`src/rtl/load_store_unit.sv`:
```
// Load/store sequencer between execute and a doubleword-wide data memory (RV64 B/H/W/D).
// Optional: define LSU_MISALIGN_FAULT_EN to fault on accesses not aligned to their size.
module load_store_unit #(
    parameter int unsigned MEM_BYTES = 8192,
    parameter int unsigned XLEN      = 64
) (
    input  logic            clk,
    input  logic            rst_n,
    input  logic            req_valid_i,
    input  logic            req_store_i,
    input  logic [2:0]      req_funct3_i,
    input  logic [XLEN-1:0] req_addr_i,
    input  logic [XLEN-1:0] req_wdata_i,
    output logic            busy_o,
    output logic [XLEN-1:0] mem_addr_o,
    output logic [XLEN-1:0] mem_wdata_o,
    output logic            mem_write_o,
    output logic            mem_read_o,
    input  logic [XLEN-1:0] mem_rdata_i,
    output logic            done_o,
    output logic            fault_o,
    output logic [XLEN-1:0] load_data_o
);
    localparam int unsigned SH_W = 6;

    typedef enum logic [2:0] {IDLE, READ, WRITE, RESP, FAULT} state_e;

    state_e            state_q, state_d;
    logic              busy_q, busy_d, rd_q, rd_d, wr_q, wr_d, done_q, done_d, fault_q, fault_d;
    logic              store_q;
    logic [2:0]        funct3_q;
    logic [XLEN-1:0]   addr_q, wdata_q, old_q, load_data_q;
    logic              req_fault;
    logic [SH_W-1:0]   lane_sh;
    logic [XLEN-1:0]   lane, ext, mask, merged;

    // Request legality, evaluated on the raw inputs at accept time
    always_comb begin
        req_fault = (req_addr_i >= XLEN'(MEM_BYTES));
        if (req_store_i) req_fault = req_fault | req_funct3_i[2];
        else             req_fault = req_fault | (req_funct3_i == 3'b111);
`ifdef LSU_MISALIGN_FAULT_EN
        case (req_funct3_i[1:0])
            2'b01:   req_fault = req_fault | req_addr_i[0];
            2'b10:   req_fault = req_fault | (req_addr_i[1:0] != 2'b00);
            2'b11:   req_fault = req_fault | (req_addr_i[2:0] != 3'b000);
            default: ;
        endcase
`endif
    end

    // Lane extraction straight from the bus so the result registers on the READ->RESP edge;
    // bytes shifted past bit 63 come back as zero.
    always_comb begin
        lane_sh = {addr_q[2:0], 3'b000};
        lane    = mem_rdata_i >> lane_sh;
        case (funct3_q)
            3'b000:  ext = {{56{lane[7]}},  lane[7:0]};
            3'b001:  ext = {{48{lane[15]}}, lane[15:0]};
            3'b010:  ext = {{32{lane[31]}}, lane[31:0]};
            3'b100:  ext = {56'd0, lane[7:0]};
            3'b101:  ext = {48'd0, lane[15:0]};
            3'b110:  ext = {32'd0, lane[31:0]};
            default: ext = mem_rdata_i;
        endcase
    end

    // Sub-word store merge into the previously read doubleword
    always_comb begin
        case (funct3_q[1:0])
            2'b00:   mask = XLEN'(8'hFF) << lane_sh;
            2'b01:   mask = XLEN'(16'hFFFF) << lane_sh;
            2'b10:   mask = XLEN'(32'hFFFF_FFFF) << lane_sh;
            default: mask = '1;
        endcase
        if (funct3_q[1:0] == 2'b11) merged = wdata_q;
        else                        merged = (old_q & ~mask) | ((wdata_q << lane_sh) & mask);
    end

    always_comb begin
        state_d = state_q;
        case (state_q)
            IDLE: begin
                if (req_valid_i) begin
                    if (req_fault)                                        state_d = FAULT;
                    else if (req_store_i && (req_funct3_i[1:0] == 2'b11)) state_d = WRITE;
                    else                                                  state_d = READ;
                end
            end
            READ:    state_d = store_q ? WRITE : RESP;
            WRITE:   state_d = RESP;
            RESP:    state_d = IDLE;
            FAULT:   state_d = IDLE;
            default: state_d = IDLE;
        endcase
        busy_d  = (state_d != IDLE);
        rd_d    = (state_d == READ);
        wr_d    = (state_d == WRITE);
        done_d  = (state_d == RESP) || (state_d == FAULT);
        fault_d = (state_d == FAULT);
    end

    always_ff @(posedge clk or negedge rst_n) begin
        if (!rst_n) begin
            state_q <= IDLE;
            busy_q  <= 1'b0;
            rd_q    <= 1'b0;
            wr_q    <= 1'b0;
            done_q  <= 1'b0;
            fault_q <= 1'b0;
        end else begin
            state_q <= state_d;
            busy_q  <= busy_d;
            rd_q    <= rd_d;
            wr_q    <= wr_d;
            done_q  <= done_d;
            fault_q <= fault_d;
        end
    end

    always_ff @(posedge clk or negedge rst_n) begin
        if (!rst_n) begin
            store_q     <= 1'b0;
            funct3_q    <= 3'b000;
            addr_q      <= '0;
            wdata_q     <= '0;
            old_q       <= '0;
            load_data_q <= '0;
        end else begin
            if ((state_q == IDLE) && req_valid_i) begin
                store_q  <= req_store_i;
                funct3_q <= req_funct3_i;
                addr_q   <= req_addr_i;
                wdata_q  <= req_wdata_i;
            end
            if (state_q == READ) old_q <= mem_rdata_i;
            if (done_d) load_data_q <= ((state_q == READ) && !store_q) ? ext : '0;
        end
    end

    assign busy_o      = busy_q;
    assign mem_read_o  = rd_q;
    assign mem_write_o = wr_q;
    assign done_o      = done_q;
    assign fault_o     = fault_q;
    assign load_data_o = load_data_q;
    assign mem_addr_o  = {addr_q[XLEN-1:3], 3'b000};
    assign mem_wdata_o = merged;

endmodule

```
`config.mk`:
```
export PLATFORM = sky130hd
export DESIGN_NAME = load_store_unit
export DESIGN_NICKNAME = d
export VERILOG_FILES = /design/src/rtl/load_store_unit.sv
export SDC_FILE = /design/constraint.sdc
export NUM_CORES = 1
export LEC_CHECK = 0
export BUFFER_PORTS_ARGS = -buffer_cell sky130_fd_sc_hd__buf_4
export CORE_ASPECT_RATIO = 1.1
export CORE_UTILIZATION = 55
export DETAILED_ROUTE_END_ITERATION = 10
export GPL_TIMING_DRIVEN = 0
export PLACE_DENSITY = 0.82
export SYNTH_ARGS = -nofsm -noshare
export SYNTH_HDL_FRONTEND = slang
export SYNTH_SLANG_ARGS = --single-unit
```
`constraint.sdc`:
```
create_clock -name clk -period 3.2 [get_ports clk]
set_input_delay 0.48 -clock clk [delete_from_list [all_inputs] [get_ports clk]]
set_output_delay 0.48 -clock clk [all_outputs]
set_load 0.03 [all_outputs]
```
==> results, run 1 <==
- The flow ran to the end, but the final reports show violations.
- The checks that failed: setup timing.
- The global-route wire length before repair is 102000 um.
- The number of hold-slack violations in the final timing report was 0.
- In the routed layout, each cell is associated on average with a via count of 6.48.
- The required time at the worst-slack endpoint is 2.72 ns.
- The startpoint-to-endpoint class of the critical path is reg2out.
- Along the worst path, the maximum fanout reaches 5.
- The detailed-placement wirelength estimate is 50400 um.
- The largest total area in the synthesized netlist belongs to sky130_fd_sc_hd__dfrtp_1.
- In the final routed layout, each cell accounts on average for 26.8 um.
- Power spread over the standard cell area amounts to 1440 mW/mm^2.
- The unique cell type count in the Yosys netlist is 70.
- Timing would allow up to 298 MHz.
- TritonCTS built the clock tree.
- Measured against its own limit, the worst slew margin works out to 40.4%.
- The part of the Yosys area used for sequential elements is 41.7%.
- Setup repair after global routing could not meet its margin everywhere.
- The overall routing resource usage is 45.9%.
- The clock-pin slew reported for the worst setup and hold paths after clock tree synthesis is 0.08 ns.
- The wire length the detailed router placed on met1 is 25500 um.
- The worst-case IR drop observed on VDD is 1110 uV.
- The critical path endpoint category is an output port.
- On the final layout, the worst clock skew is 0.0175 ns.
- The cell area after synthesis is 0.0161 sq mm.
- The top cell type's share of synthesized area is 41.7%.
- After layout, the worst path uses 105% of the clock period.
- The library cells used most frequently in the layout, excluding fill and tap cells, are sky130_fd_sc_hd__buf_4 (473), sky130_fd_sc_hd__nand2_1 (472), sky130_fd_sc_hd__dfrtp_1 (267), sky130_fd_sc_hd__mux2_2 (92), sky130_fd_sc_hd__nand2b_1 (85).
- The leakage power summed over all cells is 10.5 nW.
- Leaving out fill and tap cells, the most frequent cell in the layout is sky130_fd_sc_hd__buf_4.
- The setup check on the worst reg-to-reg path leaves a slack of 0.29 ns.
- The startpoint identified for the worst register-to-register timing path is state_q[1].
- After detailed routing, the met2 layer carries 31200 um of wire.
- The length of routed met3 wiring is 8450 um.
- The number of CTS-inserted buffers is 28.
- The fraction of layout instances using a drive strength above 1 is 38.0%.
- In the routed design, unresolved DRC markers number 0.
- The number of max-capacitance violations reported is 0.
- The final weighted congestion of routability-driven global placement is 1.04.
- The worst-case clock buffer depth is 3.
- The die width is 165 um.
- Summed over all failing endpoints, the final setup total negative slack is -3.41 ns.
- For the worst flop-to-flop path, the logic depth is 6.
- The worst min-delay path class is in2reg.
- The worst endpoint data arrival time is 2.88 ns.
- The buffer cell driving the clock tree root is sky130_fd_sc_hd__clkbuf_16.
- Counting instances, the worst hold path has a depth of 3.
- The area growth from synthesis to layout is 39.5%.
- The Yosys warning count is 0.
- The number of synthesized flops with an enable pin is 0.
- The detailed-route via count is 17182.
- Final hold analysis gives a worst-case slack of 0.0703 ns.
- The total length of routed wires is 71200 um.
- After synthesis, the mean cell area works out to 9.03 sq um.
- The number of pins exceeding their max-slew limit in the final report is 0.
- After synthesis, the cell types taking the most area are sky130_fd_sc_hd__dfrtp_1 (42%), sky130_fd_sc_hd__nand2_1 (11%), sky130_fd_sc_hd__mux2_2 (6.6%).
- The total die area is 0.0300 sq mm.
- The count of buffers added on input and output ports is 392.
- The post-layout minimum cycle time is 3.36 ns.
- The initial utilization of the core area, before any placement, comes to 56.1%.
- The final worst setup slack is -0.157 ns.
- The pre-antenna-repair detailed-routing pass consisted of 9 iterations.
- The total number of nets in the final design is 2467.
- 396 I/O pins were placed.
- The endpoint of the worst hold-timing path is wdata_q[32].
- The final design utilization is 78.2%.
- The most used flip-flop cell after synthesis is sky130_fd_sc_hd__dfrtp_1.
- The number of global-route vias before repair came to 16731.
- The initial antenna violation count came to 1.
- After synthesis, the share of flip-flops with an asynchronous set or reset is 100%.
- The number of cell rows is 65.
- Setup violations remaining at the end of the flow were counted as 41.
- The first routing iteration left 2202 violations.
- At the later pin of the worst-skew pair, clock insertion delay measures 0.59 ns.
- Entering global routing, the biggest net connects 121 pins.
- The H-tree depth is 1.
- The residual overflow from global routing is 0.
- In this run the critical register-to-register path is captured at wdata_q[13].
- The gate count of the mapped netlist is 1783.
- The highest layer touched by signal routing is met5.
- The total clock sinks is 268.
- In this run, synthesis produced a sequential element count of 268.
- The floorplan step set the die height to 181 um.
- The beginning of the worst hold path is req_wdata_i[32].
- STA classifies the critical path startpoint as a register.
- The total area inside the core boundary comes to 0.0287 sq mm.
- The number of antenna-violating nets in the routed design is 0.
- The transition at the pin with the smallest max-transition slack is 0.894 ns.
- The fill cell total of the finished layout is 1873.
==> state kept, by name (all words and copies together), names as in the netlist <==
register / cells
addr_q: 64
old_q: 64
load_data_o: 64
wdata_q: 64
funct3_q: 3
fault_o: 1
done_o: 1
store_q: 1
mem_read_o: 1
state_q: 3
busy_o: 1
mem_write_o: 1
==> cells by family (layout without fill, tap and decap cells) <==
logic type / count (synthesis) / after routing / share of synthesized area (%)
other cells: 1 / 4 / 0.0233
fa+ha+maj: 6 / 6 / 0.466
buf+inv: 239 / 738 / 7.69
compound gates: 351 / 351 / 15.5
mux: 206 / 206 / 15.2
flops: 268 / 268 / 41.7
xor+xnor: 1 / 1 / 0.0544
simple gates: 711 / 711 / 19.4
==> through the flow <==
stage	setup slack (ns)	area, sq um	power [W]	std cells
5_1_grt	-0.205	22500	0.0334	2652
4_1_cts	-0.113	21800	0.0301	2632
6_report	-0.157	22500	0.0323	2653
2_1_floorplan	0.0737	16100	0.0176	1785
3_3_place_gp	-0.504	19500	0.0239	2545
3_5_place_dp	-0.543	19600	0.0242	2547
==> cell usage after synthesis, types with 4 or more instances <==
master and n:
sky130_fd_sc_hd__o21ai_1 5, sky130_fd_sc_hd__nor2b_1 14, sky130_fd_sc_hd__nor4_1 12, sky130_fd_sc_hd__a2111o_1 7, sky130_fd_sc_hd__o31a_1 6, sky130_fd_sc_hd__buf_2 21, sky130_fd_sc_hd__a21oi_1 29, sky130_fd_sc_hd__o221ai_1 15
sky130_fd_sc_hd__nand3_1 33, sky130_fd_sc_hd__a32o_1 6, sky130_fd_sc_hd__o21a_1 6, sky130_fd_sc_hd__ha_1 6, sky130_fd_sc_hd__nand3b_1 10, sky130_fd_sc_hd__nor3_1 10, sky130_fd_sc_hd__o211ai_1 37, sky130_fd_sc_hd__o2bb2ai_1 10
sky130_fd_sc_hd__inv_1 30, sky130_fd_sc_hd__nand2b_1 86, sky130_fd_sc_hd__a2111oi_0 5, sky130_fd_sc_hd__dfrtp_1 268, sky130_fd_sc_hd__nor2_1 44, sky130_fd_sc_hd__o31ai_1 7, sky130_fd_sc_hd__o311ai_0 32, sky130_fd_sc_hd__buf_1 7
sky130_fd_sc_hd__buf_4 68, sky130_fd_sc_hd__a21o_1 8, sky130_fd_sc_hd__a211oi_1 10, sky130_fd_sc_hd__a31oi_1 9, sky130_fd_sc_hd__o22ai_1 20, sky130_fd_sc_hd__mux2_2 94, sky130_fd_sc_hd__a2bb2oi_1 12, sky130_fd_sc_hd__buf_6 8
sky130_fd_sc_hd__clkbuf_1 102, sky130_fd_sc_hd__mux4_2 21, sky130_fd_sc_hd__mux2i_1 91, sky130_fd_sc_hd__a221oi_1 9, sky130_fd_sc_hd__o21ai_0 94, sky130_fd_sc_hd__or2_2 4, sky130_fd_sc_hd__and2_1 8, sky130_fd_sc_hd__a41oi_1 7
sky130_fd_sc_hd__nand2_1 478
==> what timing repair did <==
item	4_1_cts	5_1_grt
resized for setup	240	131
endpoints found under the setup margin	64	60
pin swaps	36	26
buffers inserted	30	17
hold endpoints to repair	66	0
hold buffers	1	0
gates cloned	4	3
==> where the power goes <==
group / internal [W] / switching (W) / leakage, nW
registers: 0.00502 / 0.00175 / 3.37
logic: 0.00904 / 0.0129 / 6.59
clock network: 0.00214 / 0.00152 / 0.503
==> layer usage <==
layer  track usage, %  up-vias
met4             30.3        2
met3             11.3      409
met2             68.2     1379
met1             59.3     8230
li1                 -     7162
met5                0        -
==> cell type report <==
cell class | count | area [sq um] | share of cell area, %
multi-input cells | 1278 | 9010 | 40.1
well taps | 368 | 460 | 2.05
inverters | 33 | 126 | 0.563
clock buffers | 36 | 781 | 3.48
diodes | 1 | 2.50 | 0.0111
repair buffers | 449 | 3680 | 16.4
flip-flops and latches | 268 | 6710 | 29.9
clock inverters | 16 | 240 | 1.07
plain buffers | 204 | 1440 | 6.42
==> how the worst max path moves through the flow <==
stage,startpoint,end,slack (ns),cells past startpoint
floorplan,funct3_q[0],mem_wdata_o[56],0.07,7
global placement,rst_n,load_data_o[27],-0.50,1
detailed placement,funct3_q[1],mem_wdata_o[52],-0.54,8
CTS,addr_q[0],mem_wdata_o[56],-0.11,10
global route,funct3_q[0],mem_wdata_o[55],-0.21,10
finish,funct3_q[0],mem_wdata_o[31],-0.16,9
==> worst max-delay path, stage by stage, from the launching register on <==
cell and delay (ns):
sky130_fd_sc_hd__dfrtp_1 0.42, sky130_fd_sc_hd__inv_2 0.14, sky130_fd_sc_hd__ha_4 0.24, sky130_fd_sc_hd__or3b_4 0.43
sky130_fd_sc_hd__a31oi_4 0.33, sky130_fd_sc_hd__buf_6 0.18, sky130_fd_sc_hd__nor3_2 0.06, sky130_fd_sc_hd__a21oi_2 0.20
sky130_fd_sc_hd__o21ai_1 0.10, sky130_fd_sc_hd__buf_4 0.20
(Power assumes the default switching activity.)
==> run 2, diff against run 1 <==
--- a/config.mk
+++ b/config.mk
@@ -10,6 +10,7 @@
 export CORE_UTILIZATION = 55
 export DETAILED_ROUTE_END_ITERATION = 10
 export GPL_TIMING_DRIVEN = 0
+export MAX_ROUTING_LAYER = met4
 export PLACE_DENSITY = 0.82
 export SYNTH_ARGS = -nofsm -noshare
 export SYNTH_HDL_FRONTEND = slang
==> run 2 against run 1 <==
The flow still finishes with violations (setup timing); worst hold slack improved by 0.022 ns; final cell count increased by 0.19%; sequential share of layout area increased by 0.35 points; via count decreased by 0.12%; sequential cell count unchanged; wire length decreased by 0.81%; critical endpoint is now mem_wdata_o[58]; highest routed layer is now met4.
==> results, run 2 (synthesis gave the netlist of run 1 again) <==
- Status: complete, but fails checks (unchanged).
- Failing checks: setup timing (unchanged).
- The post-place instance area came to 0.0196 sq mm (unchanged).
- The top-level port count was 396 (unchanged).
- The slowest cell on the critical path is sky130_fd_sc_hd__mux2i_2 (was sky130_fd_sc_hd__or3b_4).
- The detailed-router iteration count before antenna repair is 8 (was 9).
- The transition at the pin with the smallest max-transition slack is 0.866 ns (was 0.894 ns).
- The multi-input combinational cell area is 0.00890 sq mm (was 0.00901 sq mm).
- The highest cell delay on the worst timing path was 0.56 ns (was 0.43 ns).
- The detailed-placement wirelength estimate is 50600 um (was 50400 um).
- The required time at the worst-slack endpoint was 2.72 ns (about the same).
- The global-route met3 utilization is 10.3% (was 11.3%).
- The detailed-route via count came to 17162 (was 17182).
- The global-route layer with the greatest usage is met2 (unchanged).
- The net switching fraction of the power is 50.2% (was 49.9%).
- The biggest fanout along the worst timing path is 5 (unchanged).
- The worst-case headroom to the max-slew limit is 42.2% (was 40.4%).
- The startpoint type of the worst setup path is a register (unchanged).
- The H-tree depth is 1 (unchanged).
- The final worst setup slack is -0.215 ns (was -0.157 ns).
- The residual overflow from global routing is 0 (unchanged).
- The signed area change from the synthesized netlist to the final layout is 37.9% (was 39.5%).
- Cell chain of the critical path: buf_6 > buf_6 > buf_16 > buf_16 > mux2i_2 > mux4_2 > nor2_1 > a21oi_1 > o21ai_1 > buf_4 (was inv_2 > ha_4 > or3b_4 > a31oi_4 > buf_6 > nor3_2 > a21oi_2 > o21ai_1 > buf_4).
- The starting density of the core is 56.1% (unchanged).
- The startpoint-to-endpoint class of the critical path is reg2out (unchanged).
- The most common library cell in the layout ignoring fill and taps was sky130_fd_sc_hd__buf_4 (unchanged).
- The number of cell rows is 65 (unchanged).
- The cell-internal power is 0.0157 W (was 0.0162 W).
- The number of global-route vias before repair is 16735 (was 16731).
- The sequential cell area is 0.00671 sq mm (unchanged).
- The vertical die dimension is 181 um (unchanged).
- The buffer cell driving the clock tree root is sky130_fd_sc_hd__clkbuf_16 (unchanged).
- The largest net degree at the start of global routing is 122 (was 121).
- The total clock sinks is 268 (unchanged).
- The highest ir drop seen on vdd is 1090 uV (was 1110 uV).
- The initial DRC count is 2188 (was 2202).
- The fraction of layout instances using a drive strength above 1 is 37.1% (was 38.0%).
- The share of total power in combinational logic is 68.2% (was 67.8%).
- The number of hold-slack violations in the final timing report is 0 (unchanged).
- The total length of routed wires is 70600 um (was 71200 um).
- The worst setup slack after placement is -0.627 ns (was -0.543 ns).
- The fill cell total of the finished layout is 1905 (was 1873).
- The total die area came to 0.0300 sq mm (unchanged).
- The number of pins exceeding their max-slew limit in the final report is 0 (unchanged).
- The global-route wire length before repair is 102000 um (about the same).
- The post-layout instance area is 0.0222 sq mm (was 0.0225 sq mm).
- The share of the clock period used by the worst path was 107% (was 105%).
- The post-layout minimum cycle time is 3.42 ns (was 3.36 ns).
- The mean number of vias per cell was 6.46 (was 6.48).
- Top library cells by usage in the layout, fill and taps aside: sky130_fd_sc_hd__buf_4 (478), sky130_fd_sc_hd__nand2_1 (471), sky130_fd_sc_hd__dfrtp_1 (267), sky130_fd_sc_hd__mux2_2 (89), sky130_fd_sc_hd__nand2b_1 (85) (was sky130_fd_sc_hd__buf_4 (473), sky130_fd_sc_hd__nand2_1 (472), sky130_fd_sc_hd__dfrtp_1 (267), sky130_fd_sc_hd__mux2_2 (92), sky130_fd_sc_hd__nand2b_1 (85)).
- The largest clock skew in the final design was 0.0327 ns (was 0.0175 ns).
- The worst endpoint data arrival time is 2.94 ns (was 2.88 ns).
- The floorplan core area is 0.0287 sq mm (unchanged).
- The total number of nets in the final design came to 2468 (was 2467).
- The count of buffers from port buffering is 392 (unchanged).
- The final setup violation count is 43 (was 41).
- The global routing usage on met1 is 60.0% (was 59.3%).
- The number of DRC violations after detailed routing was 0 (unchanged).
- The final weighted congestion of routability-driven global placement is 1.02 (was 1.04).
- The TritonCTS clock tree was yes (unchanged).
- The clock latency on the worst-skew pair is 0.58 ns (was 0.59 ns).
- The switching power total is 0.0158 W (was 0.0161 W).
- The number of placed instances with taps included is 2547 (unchanged).
- The initial antenna violation count is 6 (was 1).
- The overall routing resource usage was 47.7% (was 45.9%).
- The worst-case clock buffer depth came to 3 (unchanged).
- The clock-pin slew reported for the worst setup and hold paths after clock tree synthesis was 0.07 ns (was 0.08 ns).
- The summed negative setup slack over all endpoints is -3.85 ns (was -3.41 ns).
- The die width was 165 um (unchanged).
- The clock power share came to 10.3% (was 11.3%).
- The number of CTS-inserted buffers is 28 (unchanged).
- The highest clock frequency the design can meet was 293 MHz (was 298 MHz).
- The met2 layer usage reported by global route is 69.2% (was 68.2%).
- The number of antenna-violating nets in the routed design is 0 (unchanged).
- The worst min-delay path class is in2reg (unchanged).
- Unrepaired setup endpoints after global routing: true (unchanged).
- The number of max-capacitance violations reported is 0 (unchanged).
- The sequential cell fraction of total power is 21.5% (was 20.9%).
- The final routed wire length divided by cell count is 26.6 um (was 26.8 um).
- The cell area power density was 1420 mW/mm^2 (was 1440 mW/mm^2).
- The non-filler instance count after layout is 2658 (was 2653).
- The leakage power summed over all cells is 10.4 nW (was 10.5 nW).
- The critical path endpoint category is an output port (unchanged).
- The total chip power came to 0.0315 W (was 0.0323 W).
[run 2: cell types whose count changed in the layout (fill, tap and decap cells not counted), moves of 4 or more]
| cell | change |
|---|---|
| sky130_fd_sc_hd__a21oi_1 | +6 |
| sky130_fd_sc_hd__a21oi_2 | -4 |
| sky130_fd_sc_hd__buf_4 | +5 |
| sky130_fd_sc_hd__clkbuf_1 | +5 |
| sky130_fd_sc_hd__diode_2 | +6 |
| sky130_fd_sc_hd__nor2_1 | +4 |
| sky130_fd_sc_hd__nor2_4 | -5 |
| sky130_fd_sc_hd__o21ai_2 | -4 |
[run 2: path summary, 6_finish.rpt]
path | startpoint | end | slack [ns] | depth (start not counted)
max | addr_q[0] | mem_wdata_o[58] | -0.22 | 10
min | req_wdata_i[55] | wdata_q[55] | 0.09 | 3
max reg2reg | addr_q[0] | load_data_o[23] | 0 | 8
min reg2reg | addr_q[10] | addr_q[10] | 0.48 | 2
max in group asynchronous | rst_n | load_data_o[27] | 1.34 | 4
min in group asynchronous | rst_n | addr_q[5] | 0.43 | 2
[run 2: metal layers]
metal  vias up  share of wire (%)
li1       7167                  -
met1      8208                 37
met2      1355                 44
met3       432                 11
met4         0                8.3
met5         -                  0
[run 2: power groups by stage]
stage	logic (W)	registers, W	clock network (W)
after floorplan	0.0110	0.00668	0
after global placement	0.0175	0.00645	0
after detailed placement	0.0177	0.00653	0
after CTS	0.0197	0.00656	0.00322
after global routing	0.0224	0.00684	0.00335
final	0.0215	0.00676	0.00324
[run 2: through the flow]
stage,hold slack (ns),utilization [%]
after floorplan,0.184,-
after global placement,0.459,68.0
after detailed placement,0.451,68.2
after CTS,0.0908,75.2
after global routing,0.0987,77.3
final,0.0918,77.3
[run 2: repair_timing]
item	in CTS	in global routing
setup endpoints to repair	64	60
hold buffers	1	0
setup buffers	37	15
resized for setup	224	129
gates cloned	4	2
hold endpoints to repair	65	0
pin swaps	26	35
[run 2: final cells by class]
| class | instances | share of cell area, % |
|---|---|---|
| inverter | 33 | 0.575 |
| buffer | 202 | 6.38 |
| multi-input combinational | 1278 | 40.1 |
| sequential | 268 | 30.2 |
| antenna | 7 | 0.0789 |
| timing repair buffer | 452 | 16.6 |
| tap | 368 | 2.07 |
| clock inverter | 11 | 0.547 |
| clock buffer | 39 | 3.43 |
[run 2: critical path: cells and delay by family, from the launching register on]
family / cells / cell delay (ns)
AO/OA/AOI/OAI: 2 / 0.21
AND/OR/NAND/NOR: 1 / 0.04
multiplexers: 2 / 0.91
buffers and inverters: 5 / 0.74
flip-flops: 1 / 0.43
